$ cat config.mk
export PLATFORM = sky130hd
export DESIGN_NAME = multicycle_controller
export DESIGN_NICKNAME = d
export VERILOG_FILES = /design/src/rtl/multicycle_controller.sv
export SDC_FILE = /design/constraint.sdc
export NUM_CORES = 1
export LEC_CHECK = 0
export CORE_ASPECT_RATIO = 2
export CORE_MARGIN = 2
export CORE_UTILIZATION = 40
export CTS_CLUSTER_SIZE = 14
export DETAILED_ROUTE_END_ITERATION = 6
export PLACE_DENSITY = 0.66
export SYNTH_ARGS = -nofsm -noshare
export SYNTH_HDL_FRONTEND = slang
export SYNTH_SLANG_ARGS = --single-unit
$ cat constraint.sdc
create_clock -name clk -period 3.4 [get_ports clk]
set_clock_uncertainty 0.15 [all_clocks]
set_input_delay 1.02 -clock clk [delete_from_list [all_inputs] [get_ports clk]]
set_output_delay 1.02 -clock clk [all_outputs]
set_load 0.01 [all_outputs]
$ cat src/rtl/multicycle_controller.sv
// Multicycle MIPS-style control unit: fetch/decode/execute FSM with memory-wait
// timeout, sticky fault state, retire pulse and retired-instruction counter.
module multicycle_controller #(
    parameter int unsigned TIMEOUT = 15
) (
    input  logic        clk,
    input  logic        reset,
    input  logic [5:0]  opcode,
    input  logic        zero,
    input  logic        mem_ready,
    output logic        pc_write,
    output logic        ir_write,
    output logic        iord,
    output logic        mem_read,
    output logic        mem_write,
    output logic        reg_write,
    output logic        reg_dst,
    output logic        mem_to_reg,
    output logic        alu_src_a,
    output logic        pc_src,
    output logic [1:0]  alu_src_b,
    output logic [1:0]  alu_op,
    output logic        instr_done,
    output logic        illegal_op,
    output logic        fault,
    output logic [15:0] instr_count,
    output logic [3:0]  state
);

    typedef enum logic [3:0] {
        S_FETCH  = 4'd0,
        S_DECODE = 4'd1,
        S_MEMADR = 4'd2,
        S_MEMRD  = 4'd3,
        S_MEMWB  = 4'd4,
        S_MEMWR  = 4'd5,
        S_EXEC   = 4'd6,
        S_RWB    = 4'd7,
        S_BRANCH = 4'd8,
        S_ADDIEX = 4'd9,
        S_ADDIWB = 4'd10,
        S_FAULT  = 4'd11
    } state_t;

    localparam logic [5:0] OP_RTYPE = 6'h00;
    localparam logic [5:0] OP_LW    = 6'h23;
    localparam logic [5:0] OP_SW    = 6'h2B;
    localparam logic [5:0] OP_ADDI  = 6'h08;
    localparam logic [5:0] OP_BEQ   = 6'h04;
    localparam logic [5:0] OP_BNE   = 6'h05;
    localparam logic [7:0] LP_TIMEOUT = 8'(TIMEOUT);

    state_t      r_state;
    state_t      w_next;
    logic [5:0]  r_opcode;
    logic [7:0]  r_wait;
    logic [15:0] r_count;
    logic        r_fault;
    logic        w_ready;
    logic        w_timeout;
    logic        w_waiting;
    logic        w_retire;

    // mem_ready is masked during reset so no strobe can fire while held in FETCH
    assign w_ready   = mem_ready & ~reset;
    assign w_timeout = (r_wait == LP_TIMEOUT);
    assign w_waiting = (r_state == S_FETCH) || (r_state == S_MEMRD) || (r_state == S_MEMWR);

    assign state       = r_state;
    assign instr_count = r_count;
    assign fault       = r_fault;
    assign instr_done  = w_retire;

    // Next-state and per-state control decode
    always_comb begin
        w_next     = r_state;
        pc_write   = 1'b0;
        ir_write   = 1'b0;
        iord       = 1'b0;
        mem_read   = 1'b0;
        mem_write  = 1'b0;
        reg_write  = 1'b0;
        reg_dst    = 1'b0;
        mem_to_reg = 1'b0;
        alu_src_a  = 1'b0;
        pc_src     = 1'b0;
        alu_src_b  = 2'b00;
        alu_op     = 2'b00;
        illegal_op = 1'b0;
        w_retire   = 1'b0;
        case (r_state)
            S_FETCH: begin
                mem_read  = 1'b1;
                alu_src_b = 2'b01;
                if (w_ready) begin
                    ir_write = 1'b1;
                    pc_write = 1'b1;
                    w_next   = S_DECODE;
                end else if (w_timeout) begin
                    w_next = S_FAULT;
                end else begin
                    w_next = S_FETCH;
                end
            end
            S_DECODE: begin
                alu_src_b = 2'b11;
                case (opcode)
                    OP_RTYPE:      w_next = S_EXEC;
                    OP_LW, OP_SW:  w_next = S_MEMADR;
                    OP_ADDI:       w_next = S_ADDIEX;
                    OP_BEQ, OP_BNE: w_next = S_BRANCH;
                    default: begin
                        illegal_op = 1'b1;
                        w_next     = S_FETCH;
                    end
                endcase
            end
            S_MEMADR: begin
                alu_src_a = 1'b1;
                alu_src_b = 2'b10;
                if (r_opcode == OP_LW) begin
                    w_next = S_MEMRD;
                end else if (r_opcode == OP_SW) begin
                    w_next = S_MEMWR;
                end else begin
                    w_next = S_FAULT;
                end
            end
            S_MEMRD: begin
                mem_read = 1'b1;
                iord     = 1'b1;
                if (w_ready) begin
                    w_next = S_MEMWB;
                end else if (w_timeout) begin
                    w_next = S_FAULT;
                end else begin
                    w_next = S_MEMRD;
                end
            end
            S_MEMWB: begin
                reg_write  = 1'b1;
                mem_to_reg = 1'b1;
                w_retire   = 1'b1;
                w_next     = S_FETCH;
            end
            S_MEMWR: begin
                mem_write = 1'b1;
                iord      = 1'b1;
                if (w_ready) begin
                    w_retire = 1'b1;
                    w_next   = S_FETCH;
                end else if (w_timeout) begin
                    w_next = S_FAULT;
                end else begin
                    w_next = S_MEMWR;
                end
            end
            S_EXEC: begin
                alu_src_a = 1'b1;
                alu_op    = 2'b10;
                w_next    = S_RWB;
            end
            S_RWB: begin
                reg_write = 1'b1;
                reg_dst   = 1'b1;
                w_retire  = 1'b1;
                w_next    = S_FETCH;
            end
            S_BRANCH: begin
                alu_src_a = 1'b1;
                alu_op    = 2'b01;
                pc_src    = 1'b1;
                pc_write  = ((r_opcode == OP_BEQ) & zero) | ((r_opcode == OP_BNE) & ~zero);
                w_retire  = 1'b1;
                w_next    = S_FETCH;
            end
            S_ADDIEX: begin
                alu_src_a = 1'b1;
                alu_src_b = 2'b10;
                w_next    = S_ADDIWB;
            end
            S_ADDIWB: begin
                reg_write = 1'b1;
                w_retire  = 1'b1;
                w_next    = S_FETCH;
            end
            S_FAULT: begin
                w_next = S_FAULT;
            end
            default: begin
                w_next = S_FAULT;
            end
        endcase
    end

    // State register
    always_ff @(posedge clk or posedge reset) begin
        if (reset) begin
            r_state <= S_FETCH;
        end else begin
            r_state <= w_next;
        end
    end

    // Opcode is captured at the end of DECODE for MEMADR and BRANCH
    always_ff @(posedge clk or posedge reset) begin
        if (reset) begin
            r_opcode <= 6'h00;
        end else if (r_state == S_DECODE) begin
            r_opcode <= opcode;
        end
    end

    // Memory-wait counter; any state change clears it, so it restarts on each wait entry
    always_ff @(posedge clk or posedge reset) begin
        if (reset) begin
            r_wait <= 8'd0;
        end else if (w_next != r_state) begin
            r_wait <= 8'd0;
        end else if (w_waiting && !mem_ready) begin
            r_wait <= r_wait + 8'd1;
        end
    end

    // Retired-instruction counter, wraps naturally at 16 bits
    always_ff @(posedge clk or posedge reset) begin
        if (reset) begin
            r_count <= 16'd0;
        end else if (w_retire) begin
            r_count <= r_count + 16'd1;
        end
    end

    // Sticky fault flag, set on the transition into FAULT
    always_ff @(posedge clk or posedge reset) begin
        if (reset) begin
            r_fault <= 1'b0;
        end else if (w_next == S_FAULT) begin
            r_fault <= 1'b1;
        end
    end

endmodule

==> Word level (Yosys, flattened, before mapping) <==
Index checks and enable logic that the tools add are counted.
{ "totals": {"out_inout_bits": 37, "inputBits": 10, "word_cells": 79, "regBits": 35} }
{ "op_classes": {"bitwise": 6, "eq_ne": 22, "n_addsub": 2, "reduce_logical": 16, "n_mux": 28} }
{ "ops": {"columns": ["cell", "n"], "rows": [
  ["$mux 4", 8],
  ["$pmux 4 s8", 1],
  ["$eq 6x3->1 const B", 4],
  ["$eq 6x6->1 const B", 4],
  ["$add 16x1->16 const B", 1],
  ["$eq 4x3->1 const B", 4],
  ["$eq 4x4->1 const B", 4],
  ["$mux 8", 2],
  ["$pmux 4 s4", 1],
  ["$mux 1", 12],
  ["$reduce_or 2->1", 5],
  ["$add 8x1->8 const B", 1],
  ["$eq 4x2->1 const B", 2],
  ["$eq 8x4->1 const B", 1],
  ["$reduce_or 4->1", 2],
  ["$eq 6x4->1 const B", 1],
  ["$logic_not 6->1", 1],
  ["$pmux 2 s3", 1],
  ["$reduce_or 6->1", 1],
  ["$eq 4x1->1 const B", 1],
  ["$logic_not 4->1", 1],
  ["$ne 4x4->1", 1],
  ["$pmux 1 s2", 2],
  ["$pmux 2 s2", 1],
  ["other kinds (8)", 12]
]} }

==> Depth between registers and ports, before layout <==
{ "depth": {"depth_word": 6, "depth_mapped": 8, "depth_no_buf": 7} }

==> Worst setup path before layout <==
No wires, ideal clock.
{ "synth_timing": {"path_kind": "input -> output", "start": "input mem_ready", "end": "output instr_done", "path_buffers": 0, "path_slack_ns": 0.394, "cell_stages": 4, "required_time_ns": 2.230, "arrival_time_ns": 1.836, "cell_sequence": "nor2b_1 o21a_1 o21ai_0 nand2_1"} }
{ "synth_between": {"elab_chain_cells": 3} }
{ "synth_lines": {"columns": ["item", "line", "text"], "rows": [
  ["from (decl)", "10", "input logic mem_ready,"],
  ["$and 1x1->1", "65", "assign w_ready = mem_ready & ~reset;"],
  ["$mux 1", "149", "if (w_ready) begin"],
  ["$pmux 1 s2", "91", "case (r_state)"],
  ["to (decl)", "23", "output logic instr_done,"]
]} }
Every way passes these cells.

==> Worst setup path after layout <==
{ "layout_timing": {"start": "input opcode[3]", "end": "output illegal_op"} }
{ "layout_between": {"elab_chain_cells": 4, "elab_cells_between_ends": 9, "classes_between": "5 x eq/ne; 2 x mux; 2 x reduce/logical"} }
{ "layout_lines": {"columns": ["item", "line", "text"], "rows": [
  ["from (decl)", "8", "input logic [5:0] opcode,"],
  ["$eq 6x3->1 (tied with other cells)", "107", "case (opcode)"],
  ["$reduce_or 6->1 (no line) *", null, null],
  ["$mux 1 *", "107", null],
  ["$mux 1 *", "91", null],
  ["to (decl)", "24", "output logic illegal_op,"]
]} }
Every way passes the cells marked *; elsewhere a longest branch is shown, timed or not.

==> impl_metrics.toml <==
[power_and_ir_drop]
combPwrFrac_pct = 5.7
ir_drop_mv = 0.367
switching_share_pct = 23.2
clock_power_share_pct = 39.1
switchingPower_uw = 175
leakage_uw = 0.00131
power_density_nw_per_um2 = 259
power.internal_uw = 579
pwr-share-seq_pct = 55.2

[layout]
nFillCells = 491
n_antenna_cell = 0
drive_gt1_share_pct = 20.6
areaGrowthSynthToFinish_pct = 39.0
final_nets = 312
layoutNonFillerInstCount = 359
utilization_pct = 57.2

[sta]
period_share_pct = 97.5
max_slew_margin_pct = 66.9
fmax_mhz = 302
rsz0062_at_grt = "no"
final_max_slew_viol_count = 0
setup_violations = 0
final_hold_viol_count = 0
period_minus_slack_ns = 3.31
tightest_slew_ns = 0.495

[floorplanning]
start_util_pct = 41.1
die-area_um2 = 5870
ios = 47
die-width_um = 55.2
chipHeight_um = 106
rows = 37
core_area_um2 = 5090

[logic_synthesis]
ys_warn_count = 0
synth-edff-count = 0
ys_ff_latch = 35
synth_area_um2 = 2090
synth_area_per_cell_um2 = 9.11
async_reset_ff_share_pct = 100
syn_inst = 230
yosysSeqAreaShare_pct = 41.8
ys_types = 49
synth_flop_cell = "dfrtp_1"
syn_nets = 242

[cts]
ctsHoldBuffers = 0
cts_root_buffer = "clkbuf_8"
clk_latency_ns = 0.28
cts_buffer_depth = 2
clkTransAtPathRegs_ns = 0.08
htreeDepth = 2
cts_tree = "done"
cts_sinks = 35
cts-buffers-inserted = 5

[critical_path]
cp-end-kind = "primary output"
critPathMaxFanout = 4
r2r_slack_ns = 0.59
crit_path_start_kind = "primary input"
critPathKind = "in -> out"
crit_required_ns = 2.23
arrival_ns = 2.14

[run_status]
status = "complete, no violations"

[place]
place_hpwl_mm = 4.02
dp.cells = 351
portBuffers = 46
gp_congestion = 0.889

[routing]
drtIter0Drc = 37
via_per_inst = 5.42
firstDrtPassIters = 4
totalWireLength_mm = 5.28
drc = 0
wl_per_cell_um = 14.7
vias = 1946
ant_nets = 0

[global_route]
grt_pass1_vias = 1994
grt_overflow = 0
grt_pass1_wl_mm = 8.94
grt_max_degree = 36
antenna_found_initial = 0
track_usage_pct = 20.3

[worst_hold_path]
hold_class = "reg -> reg"

[flow_run]
maxCapViolCount = 0
==> cell type report <==
class	instances	area [um^2]	share of cell area, %
clock buffers	5	68.8	2.36
clock inverters	3	20.0	0.688
inverters	7	26.3	0.902
multi-input cells	178	1190	40.9
flip-flops and latches	35	878	30.2
well taps	58	72.6	2.49
repair buffers	73	656	22.5
==> cells in the mapped netlist (all sizes together) (5+ instances only) <==
cell type / instances / share of area [%]
nand2: 37 / 6.6
dfrtp: 35 / 42
nor3: 16 / 4.1
xnor2: 13 / 5.4
xor2: 12 / 5.0
nor2: 11 / 2.0
nand3: 9 / 2.2
buf: 8 / 2.0
nand4: 8 / 2.4
a21oi: 7 / 1.7
inv: 7 / 1.3
o21ai: 7 / 1.7
and3: 6 / 1.9
nor2b: 5 / 1.5
==> cell usage in the layout, fill, tap and decap left out, types with 5 or more instances in the layout <==
cell type | synthesis | final
a21oi_1 | 7 | 7
and3_1 | 5 | 5
buf_4 | 1 | 27
clkbuf_8 | 0 | 5
clkdlybuf4s50_1 | 0 | 34
dfrtp_1 | 35 | 33
dlygate4sd2_1 | 0 | 8
inv_1 | 7 | 7
nand2_1 | 37 | 36
nand3_1 | 9 | 9
nand4_1 | 8 | 8
nor2_1 | 11 | 9
nor3_1 | 15 | 14
xnor2_1 | 13 | 13
xor2_1 | 12 | 12
==> worst paths after layout <==
check | from | to | cells after the start
max | opcode[3] | illegal_op | 5
max reg2reg | r_wait[0]$_DFFE_PP0P_ | r_wait[5]$_DFFE_PP0P_ | 8
min | instr_count[15]$_DFFE_PP0P_ | instr_count[15]$_DFFE_PP0P_ | 1
min in group asynchronous | reset | r_opcode[2]$_DFFE_PP0P_ | 3
min reg2reg | instr_count[15]$_DFFE_PP0P_ | instr_count[15]$_DFFE_PP0P_ | 1
max in group asynchronous | reset | state[1]$_DFF_PP0_ | 3
==> flip-flops by register name (all words and copies together) (netlist names) <==
register / flops
state: 4
r_opcode: 6
fault: 1
r_wait: 8
instr_count: 16
==> per-layer routing <==
metal  GRT usage (%)  vias to the layer above  routed length (um)
met5               0                        -                   0
met4            7.84                        0                  99
met3            2.53                        6                 158
met2            35.7                       37                2980
met1            23.6                      953                2040
li1                -                      950                   -
==> per-stage QoR <==
| step | TNS, ns | cell area (um^2) | total power (uW) | hold slack [ns] | setup slack, ns |
|---|---|---|---|---|---|
| 2_1_floorplan | 0 | 2090 | 436 | 0.309 | 0.394 |
| 3_3_place_gp | -1.35 | 2780 | 465 | 0.309 | -0.453 |
| 3_5_place_dp | -1.58 | 2780 | 466 | 0.313 | -0.440 |
| 4_1_cts | -0.0776 | 2880 | 762 | 0.330 | -0.0481 |
| 5_1_grt | 0 | 2910 | 788 | 0.349 | 0.0185 |
| 6_report | 0 | 2910 | 754 | 0.324 | 0.0856 |
==> cells by family after synthesis <==
group,share of synthesized area [%]
adders and majority gates,1.19
DFF,41.8
xor gates and xnor gates,10.5
and+or+nand+nor,28.2
muxes,1.55
buffers and inverters,3.58
AOI/OAI and AO/OA,13.2
==> what timing repair did <==
action,CTS,global route
endpoints found under the setup margin,4,6
resized for setup,18,12
pin swaps,3,2
setup buffers,0,0
==> critical path: stages <==
cell	delay, ns
dlygate4sd2_1	0.29
nor4_4	0.30
o21ai_1	0.08
and3_1	0.18
dlygate4sd2_1	0.28
==> power groups by stage <==
stage	Sequential (uW)	Clock [uW]	Combinational [uW]
global placement	424	0	41.3
global route	416	325	47.0
detailed placement	424	0	41.9
CTS	416	304	41.2
finish	416	295	42.8
floorplan	424	0	12.2
(Power assumes the default switching activity.)
